<file path="src/rtl/uart_tx_arbiter_if.sv">
// Handshake bundle between the byte producers, the arbiter and the attached uarttx.
// The slave modport is the arbiter side; master is the environment driving requests.
interface uart_tx_arbiter_if #(
  parameter int NUM_REQ = 4
);
  localparam int GW = $clog2(NUM_REQ);

  logic [NUM_REQ-1:0]   req_valid;
  logic [NUM_REQ*8-1:0] req_data;
  logic [NUM_REQ-1:0]   req_ready;
  logic                 tx_send;
  logic [7:0]           tx_data;
  logic                 tx_done;
  logic                 busy;
  logic [GW-1:0]        grant_id;
  logic                 xfer_done;
  logic                 timeout_err;

  modport master (
    output req_valid, req_data, tx_done,
    input  req_ready, tx_send, tx_data, busy, grant_id, xfer_done, timeout_err
  );

  modport slave (
    input  req_valid, req_data, tx_done,
    output req_ready, tx_send, tx_data, busy, grant_id, xfer_done, timeout_err
  );
endinterface

</file>
<file path="src/rtl/uart_tx_arbiter.sv">
// Round-robin scheduler sharing one uarttx between NUM_REQ byte producers,
// holding send long enough for the slow transmitter and guarding WAIT with a watchdog.
module uart_tx_arbiter #(
  parameter int NUM_REQ   = 4,
  parameter int SEND_HOLD = 104,
  parameter int TIMEOUT   = 4096
) (
  input logic              clk,
  input logic              rst,
  uart_tx_arbiter_if.slave bus
);
  localparam int GW   = $clog2(NUM_REQ);
  localparam int MAXC = (SEND_HOLD > TIMEOUT) ? SEND_HOLD : TIMEOUT;
  localparam int CW   = $clog2(MAXC + 1);

  typedef enum logic [1:0] {
    ST_IDLE,
    ST_SEND,
    ST_WAIT
  } state_e;

  state_e               state_q;
  logic [CW-1:0]        cnt_q;
  logic                 done_q;
  logic [GW-1:0]        last_q;
  logic [NUM_REQ-1:0]   req_ready_q;
  logic                 tx_send_q;
  logic [7:0]           tx_data_q;
  logic [GW-1:0]        grant_q;
  logic                 xfer_done_q;
  logic                 timeout_q;

  logic                 done_rise;
  logic [7:0]           req_bytes [NUM_REQ];
  logic [GW-1:0]        cand_idx  [NUM_REQ];
  logic [NUM_REQ-1:0]   cand_hit;
  logic                 sel_found;
  logic [GW-1:0]        sel_idx;

  assign done_rise = bus.tx_done & ~done_q;

  // Candidate gi is the requester (gi+1) places after the last grant, wrapped.
  for (genvar gi = 0; gi < NUM_REQ; gi++) begin : g_cand
    logic [GW:0] sum_w;
    assign req_bytes[gi] = bus.req_data[8*gi +: 8];
    assign sum_w         = {1'b0, last_q} + (GW+1)'(gi + 1);
    assign cand_idx[gi]  = (sum_w >= (GW+1)'(NUM_REQ)) ? GW'(sum_w - (GW+1)'(NUM_REQ))
                                                       : sum_w[GW-1:0];
    assign cand_hit[gi]  = bus.req_valid[cand_idx[gi]];
  end

  always_comb begin
    sel_found = 1'b0;
    sel_idx   = '0;
    for (int k = NUM_REQ - 1; k >= 0; k--) begin
      if (cand_hit[k]) begin
        sel_found = 1'b1;
        sel_idx   = cand_idx[k];
      end
    end
  end

  always_ff @(posedge clk) begin
    if (rst) begin
      state_q     <= ST_IDLE;
      cnt_q       <= '0;
      done_q      <= 1'b0;
      last_q      <= GW'(NUM_REQ - 1);
      req_ready_q <= '0;
      tx_send_q   <= 1'b0;
      tx_data_q   <= '0;
      grant_q     <= '0;
      xfer_done_q <= 1'b0;
      timeout_q   <= 1'b0;
    end else begin
      done_q      <= bus.tx_done;
      req_ready_q <= '0;
      xfer_done_q <= 1'b0;
      timeout_q   <= 1'b0;
      case (state_q)
        ST_IDLE: begin
          if (sel_found) begin
            req_ready_q <= NUM_REQ'(1) << sel_idx;
            tx_data_q   <= req_bytes[sel_idx];
            tx_send_q   <= 1'b1;
            grant_q     <= sel_idx;
            last_q      <= sel_idx;
            cnt_q       <= '0;
            state_q     <= ST_SEND;
          end else begin
            tx_send_q   <= 1'b0;
          end
        end
        ST_SEND: begin
          // A done edge here belongs to no byte of ours and is dropped.
          if (cnt_q == CW'(SEND_HOLD - 1)) begin
            tx_send_q <= 1'b0;
            cnt_q     <= '0;
            state_q   <= ST_WAIT;
          end else begin
            cnt_q     <= cnt_q + CW'(1);
          end
        end
        ST_WAIT: begin
          if (done_rise) begin
            xfer_done_q <= 1'b1;
            state_q     <= ST_IDLE;
          end else if (cnt_q == CW'(TIMEOUT - 1)) begin
            timeout_q   <= 1'b1;
            state_q     <= ST_IDLE;
          end else begin
            cnt_q       <= cnt_q + CW'(1);
          end
        end
        default: begin
          state_q   <= ST_IDLE;
          tx_send_q <= 1'b0;
        end
      endcase
    end
  end

  assign bus.req_ready   = req_ready_q;
  assign bus.tx_send     = tx_send_q;
  assign bus.tx_data     = tx_data_q;
  assign bus.busy        = (state_q != ST_IDLE);
  assign bus.grant_id    = grant_q;
  assign bus.xfer_done   = xfer_done_q;
  assign bus.timeout_err = timeout_q;
endmodule

</file>
<file path="src/flat_wrapper.sv">
// flat-port wrapper written by rule: the top's interface ports become plain ports
module uart_tx_arbiter_flat 
#(
  parameter int NUM_REQ   = 4,
  parameter int SEND_HOLD = 104,
  parameter int TIMEOUT   = 4096
)
  (clk, rst, bus_req_valid, bus_req_data, bus_tx_done, bus_req_ready, bus_tx_send, bus_tx_data, bus_busy, bus_grant_id, bus_xfer_done, bus_timeout_err);
  uart_tx_arbiter_if #(.NUM_REQ(NUM_REQ)) bus_i ();
  input logic clk;
  input logic rst;
  input wire logic [$bits(bus_i.req_valid)-1:0] bus_req_valid;
  input wire logic [$bits(bus_i.req_data)-1:0] bus_req_data;
  input wire logic [$bits(bus_i.tx_done)-1:0] bus_tx_done;
  output wire logic [$bits(bus_i.req_ready)-1:0] bus_req_ready;
  output wire logic [$bits(bus_i.tx_send)-1:0] bus_tx_send;
  output wire logic [$bits(bus_i.tx_data)-1:0] bus_tx_data;
  output wire logic [$bits(bus_i.busy)-1:0] bus_busy;
  output wire logic [$bits(bus_i.grant_id)-1:0] bus_grant_id;
  output wire logic [$bits(bus_i.xfer_done)-1:0] bus_xfer_done;
  output wire logic [$bits(bus_i.timeout_err)-1:0] bus_timeout_err;
  assign bus_i.req_valid = bus_req_valid;
  assign bus_i.req_data = bus_req_data;
  assign bus_i.tx_done = bus_tx_done;
  assign bus_req_ready = bus_i.req_ready;
  assign bus_tx_send = bus_i.tx_send;
  assign bus_tx_data = bus_i.tx_data;
  assign bus_busy = bus_i.busy;
  assign bus_grant_id = bus_i.grant_id;
  assign bus_xfer_done = bus_i.xfer_done;
  assign bus_timeout_err = bus_i.timeout_err;
  uart_tx_arbiter #(.NUM_REQ(NUM_REQ), .SEND_HOLD(SEND_HOLD), .TIMEOUT(TIMEOUT)) u_core (.clk(clk), .rst(rst), .bus(bus_i));
endmodule
</file>
<file path="config.mk">
export PLATFORM = sky130hd
export DESIGN_NAME = uart_tx_arbiter_flat
export DESIGN_NICKNAME = d
export VERILOG_FILES = /design/src/rtl/uart_tx_arbiter_if.sv /design/src/rtl/uart_tx_arbiter.sv /design/src/flat_wrapper.sv
export SDC_FILE = /design/constraint.sdc
export NUM_CORES = 1
export LEC_CHECK = 0
export CAP_MARGIN = 20
export CORE_MARGIN = 8
export CORE_UTILIZATION = 50
export DETAILED_ROUTE_END_ITERATION = 6
export MAX_ROUTING_LAYER = met4
export PLACE_DENSITY = 0.84
export SLEW_MARGIN = 20
export SYNTH_ARGS = -nofsm -noshare
export SYNTH_HDL_FRONTEND = slang
export SYNTH_SLANG_ARGS = --single-unit
</file>
<file path="constraint.sdc">
create_clock -name clk -period 3.4 [get_ports clk]
set_clock_uncertainty 0.1 [all_clocks]
set_input_delay 0.51 -clock clk [delete_from_list [all_inputs] [get_ports clk]]
set_output_delay 0.51 -clock clk [all_outputs]
set_load 0.01 [all_outputs]
</file>
======== Word-level counts from Yosys, hierarchy flattened ========
Index checks and enable logic that the tools add are counted.
storage, ports and cells
  output and inout bits ................... 18
  logic and storage cells ................. 92
  flip-flop bits (word level) ............. 35
operators by class
  bitwise gates (word level) .............. 6
  eq/ne operators ......................... 9
  $add $sub $neg .......................... 9
  mux-type cells .......................... 38
  reductions and logical operators ........ 10
  $lt $le $gt $ge ......................... 9
  shifts and indexed selects .............. 1
operator list
  kind                                                         number
  2-to-1 mux 13 bit                                            4
  case mux 13 bit (3 select lines)                             1
  2-to-1 mux 2 bit                                             12
  binary-select mux 8 bit (select 2 bit)                       1
  2-to-1 mux 8 bit                                             2
  >= comparator 3 bit (second input constant)                  5
  adder 13 x 1 -> 13 bit (second input constant)               1
  == test 13 x 12 -> 1 bit (second input constant)             1
  == test 13 x 7 -> 1 bit (second input constant)              1
  less-than comparator 2 x 3 -> 1 bit (second input constant)  4
  2-to-1 mux 1 bit                                             12
  binary-select mux 1 bit (select 2 bit)                       4
  subtractor 2 x 1 -> 2 bit (second input constant)            4
  adder 2 x 2 -> 3 bit (second input constant)                 2
  case mux 2 bit (3 select lines)                              1
  OR reduction 3 bit                                           2
  != test 2 x 1 -> 1 bit (second input constant)               2
  != test 2 bit (second input constant)                        2
  inverter 1 bit                                               4
  AND reduction 2 bit                                          2
  AND reduction 4 bit                                          1
  << shifter 1 x 2 -> 4 bit (first input constant)             1
  adder 2 x 1 -> 3 bit (second input constant)                 1
  adder 2 x 3 -> 3 bit (second input constant)                 1
  11 further kinds                                             11

======== Logic depth before layout (Yosys ltp) ========
  depth after elaboration ................. 13
  mapped depth ............................ 8
  gate-level depth less buffers ........... 7

======== Worst setup path after synthesis ========
No wires, ideal clock.
  path type ............................... flip-flop to flip-flop
  start ................................... reg u_core.state_q[0]
  end ..................................... reg u_core.cnt_q[5]
  period minus slack after synthesis ...... 2.066 ns
  arrival ................................. 1.896 ns
  data required time ...................... 3.230 ns
  slack ................................... 1.334 ns
  library setup time ...................... 0.070 ns
  stages on the path, launching flop included .. 8
  buffers on the path ..................... 0
  cells stage by stage .................... dfxtp_1 > inv_1 > ha_1 > o21a_1 > o41ai_4 > a211o_1 > or4_2 > a21oi_1
on the way
  longest elaborated chain between the ends .. 3
RTL lines
  what                                                          RTL line                text
  from (decl)                                                   uart_tx_arbiter.sv:22   state_e state_q;
  from (signal assigned)                                        uart_tx_arbiter.sv:65   state_q <= ST_IDLE;
  from (signal assigned)                                        uart_tx_arbiter.sv:89   state_q <= ST_SEND;
  from (signal assigned)                                        uart_tx_arbiter.sv:99   state_q <= ST_WAIT;
  == test 2 bit, or another cell as far along                   uart_tx_arbiter.sv:80   case (state_q)
  != test 2 bit (no source line), or another cell as far along  -
  AND reduction 4 bit (no source line)                          -
  to (signal assigned)                                          uart_tx_arbiter.sv:101  cnt_q <= cnt_q + CW'(1);
  to (signal assigned)                                          uart_tx_arbiter.sv:112  cnt_q <= cnt_q + CW'(1);
  to (decl)                                                     uart_tx_arbiter.sv:23   logic [CW-1:0] cnt_q;
Parallel ways exist; a longest one is shown, timed or not.
A chain may end at the register's enable or synchronous reset.

======== Final worst setup path ========
  start ................................... reg u_core.cnt_q[7]
  end ..................................... reg u_core.cnt_q[9]
on the way
  longest elaborated chain between the ends .. 4
RTL lines
  what                              RTL line                                        text
  adder 13 x 1 -> 13 bit            uart_tx_arbiter.sv:101, uart_tx_arbiter.sv:112
  2-to-1 mux 13 bit                 uart_tx_arbiter.sv:108                          end else if (cnt_q == CW'(TIMEOUT - 1)) begin
  2-to-1 mux 13 bit                 uart_tx_arbiter.sv:105                          if (done_rise) begin
  case mux 13 bit (3 select lines)  uart_tx_arbiter.sv:80
Parallel ways exist; a longest one is shown, timed or not. The select of a mux whose other input is x is not followed.

==> impl_metrics.ini <==
[outcome]
status = completed

[power_and_ir_drop]
power.share.clock_pct = 37.2
leakage_nw = 1.03
power.total_mw = 1.20
p_seq_share_pct = 38.7
powerDensity_nw_per_um2 = 461
netSwitchingFraction_pct = 25.2
internal-power_mw = 0.897
switchingPower_mw = 0.302
vdd.ir_drop.worst_mv = 0.305
pwr-share-comb_pct = 24.0

[clocking]
tritoncts = built
cts_root_buf = clkbuf_8
cts.repair.resized = 0
cts_made_buffers = 5
clkLatencyLatePin_ps = 290
htreeDepth = 2
postCtsHoldBufs = 0
post-cts-setup-buffer-count = 0
clockBufferDepth = 2
cts.sinks = 35
path_clk_slew_ps = 70

[timing]
finalWorstSetupSlack_ps = 913
fin_crit_sh_pct = 73.2
fmax_mhz = 402
rsz0062_at_grt = no
slew_headroom_pct = 52.0
setup_viol = 0
worst_pin_slew_ps = 718
tns_ps = 0
finalMaxSlewViolations = 0
min_period_ps = 2490
hold_viol_final = 0

[setup_path]
worstRegToRegCells = 5
cp-start-kind = flip-flop
cp-end-kind = flip-flop
cp.required_ps = 3470
crit_path_max_fanout = 13
r2r_setup_slack_ps = 910
worstPathArrival_ps = 2550
crit-reg2reg-capture = u_core.cnt_q[9]
crit_type = flip-flop to flip-flop
r2r_start = u_core.cnt_q[7]

[synth]
yosys-top-cells-count = 35 x dfxtp_1, 21 x nor2_1, 18 x mux2i_1
yosysWarningCount = 0
synthCells = 213
synth_top_cell_area_share_pct = 37.0
syn-cell-area_um2 = 1890
syn-mean-instance-area_um2 = 8.89
yosys.cell_types.count = 43
ys_seq_area_share_pct = 37.0
ys_seq_elements = 35
synthArstFlopShare_pct = 0
synth-edff-count = 0
synth_nets = 258
synth.largest_area_cell = dfxtp_1
synth.most_common_cell = dfxtp_1
synthFlopType = dfxtp_1
synth_area_leaders = dfxtp_1 37%, mux2i_1 9.5%, a21oi_1 4.2%

[min_path]
min_path_type = flip-flop to flip-flop
hp-start = u_core.bus.grant_id[1]
whs_endpoint = u_core.bus.grant_id[1]
worstHoldPathCells = 2

[die]
ioPinCount = 57
core_um2 = 3660
start_util_pct = 51.7
die_y_um = 77.6
die_w_um = 77.6
rows = 22
dieArea_um2 = 6010

[routing]
routed_wl_um = 4940
avgViaCountPerCell = 5.58
drc_errors = 0
via_count = 1764
wl_per_cell_um = 15.6
detail-route-antenna-nets = 0
first_pass_iters = 4
drtIter0Drc = 152

[global_routing]
grt_max_degree = 27
track_usage_pct = 16.9
antenna_found_initial = 0
grt_pass1_wl_um = 8020
grt_overflow = 0
first_global_vias = 1663

[layout]
instances_no_fill = 316
stdcell_area_um2 = 2600
syn2layout_area_growth_pct = 37.1
final_layout_size_suffix_gt1_share_pct = 7.84
insertedDiodeCount = 0
nets = 312

[placement]
place_area_um2 = 2460
place_inst = 308
port_buffers = 56
place.gp.congestion = 0.803
dp_slack_ps = 708
detailed_place_hpwl_um = 3710

[job]
drv_cap = 0
-- cell families after synthesis --
| family | after synthesis | synth area share (%) |
|---|---|---|
| and+or+nand+nor | 82 | 23.6 |
| AOI/OAI and AO/OA | 54 | 20.5 |
| DFF | 35 | 37.0 |
| buffers and inverters | 18 | 5.48 |
| muxes | 18 | 9.51 |
| adders and majority gates | 6 | 3.96 |
-- how the worst max path moves through the flow --
| stage | startpoint | end | slack, ps | depth (start not counted) |
|---|---|---|---|---|
| 6_report | u_core.cnt_q[7] | u_core.cnt_q[9] | 910 | 5 |
| 3_3_place_gp | bus_req_valid[1] | u_core.cnt_q[5] | 730 | 6 |
| 4_1_cts | u_core.cnt_q[8] | u_core.cnt_q[9] | 930 | 5 |
| 3_5_place_dp | bus_req_valid[3] | u_core.cnt_q[5] | 710 | 6 |
| 5_1_grt | u_core.cnt_q[8] | u_core.cnt_q[9] | 740 | 5 |
| 2_1_floorplan | u_core.state_q[0] | u_core.cnt_q[5] | 1330 | 7 |
-- cell usage in the layout, fill, tap and decap left out, drive strengths merged, types with 6 or more instances in the layout --
cell type / instances
a21oi: 16
clkbuf: 6
clkdlybuf4s50: 56
dfxtp: 35
ha: 6
inv: 7
mux2i: 18
nand2: 17
nand3: 7
nor2: 21
o21ai: 13
o221ai: 8
or3: 6
-- state kept, by name, summed over array words and instances, names as in the netlist --
register and flops:
u_core.last_q 2, u_core.state_q 2, u_core.bus.tx_data 8, u_core.cnt_q 13
u_core.bus.req_ready 4, u_core.bus.tx_send 1, u_core.bus.timeout_err 1, u_core.bus.grant_id 2
u_core.bus.xfer_done 1, u_core.done_q 1
-- worst max-delay path: stages, from the launching register on --
cell     delay, ps
dfxtp_1        380
or4_4          600
o41ai_4        680
a211o_1        360
or3_1          180
a21oi_1         70
-- metal layers --
metal  global-route usage [%]  wire [µm]  share of wire, %
met4                     7.55        106               2.1
met3                     4.26        244               4.9
met1                     18.1       2010                41
met2                     28.8       2580                52
met5                        -          0                 0
-- stage by stage --
step | util, % | hold slack, ps
after floorplan | - | 349
after global placement | 67.3 | 344
after detailed placement | 67.3 | 347
after CTS | 71.0 | 359
after global routing | 71.0 | 385
final | 71.0 | 356
-- cell type report --
class / count / area (µm²)
clock inverter: 2 / 60.1
tap: 48 / 60.1
inverter: 7 / 26.3
sequential: 35 / 701
multi-input combinational: 160 / 1100
timing repair buffer: 58 / 576
fill: 288 / 1060
clock buffer: 6 / 72.6
-- power by group through the flow --
stage,Clock (mW),Sequential (mW),Combinational [mW]
2_1_floorplan,0,0.485,0.143
3_3_place_gp,0,0.473,0.286
3_5_place_dp,0,0.474,0.289
4_1_cts,0.451,0.465,0.291
5_1_grt,0.469,0.470,0.316
6_report,0.446,0.464,0.288
Note: power is estimated with default switching activity, not from simulation.
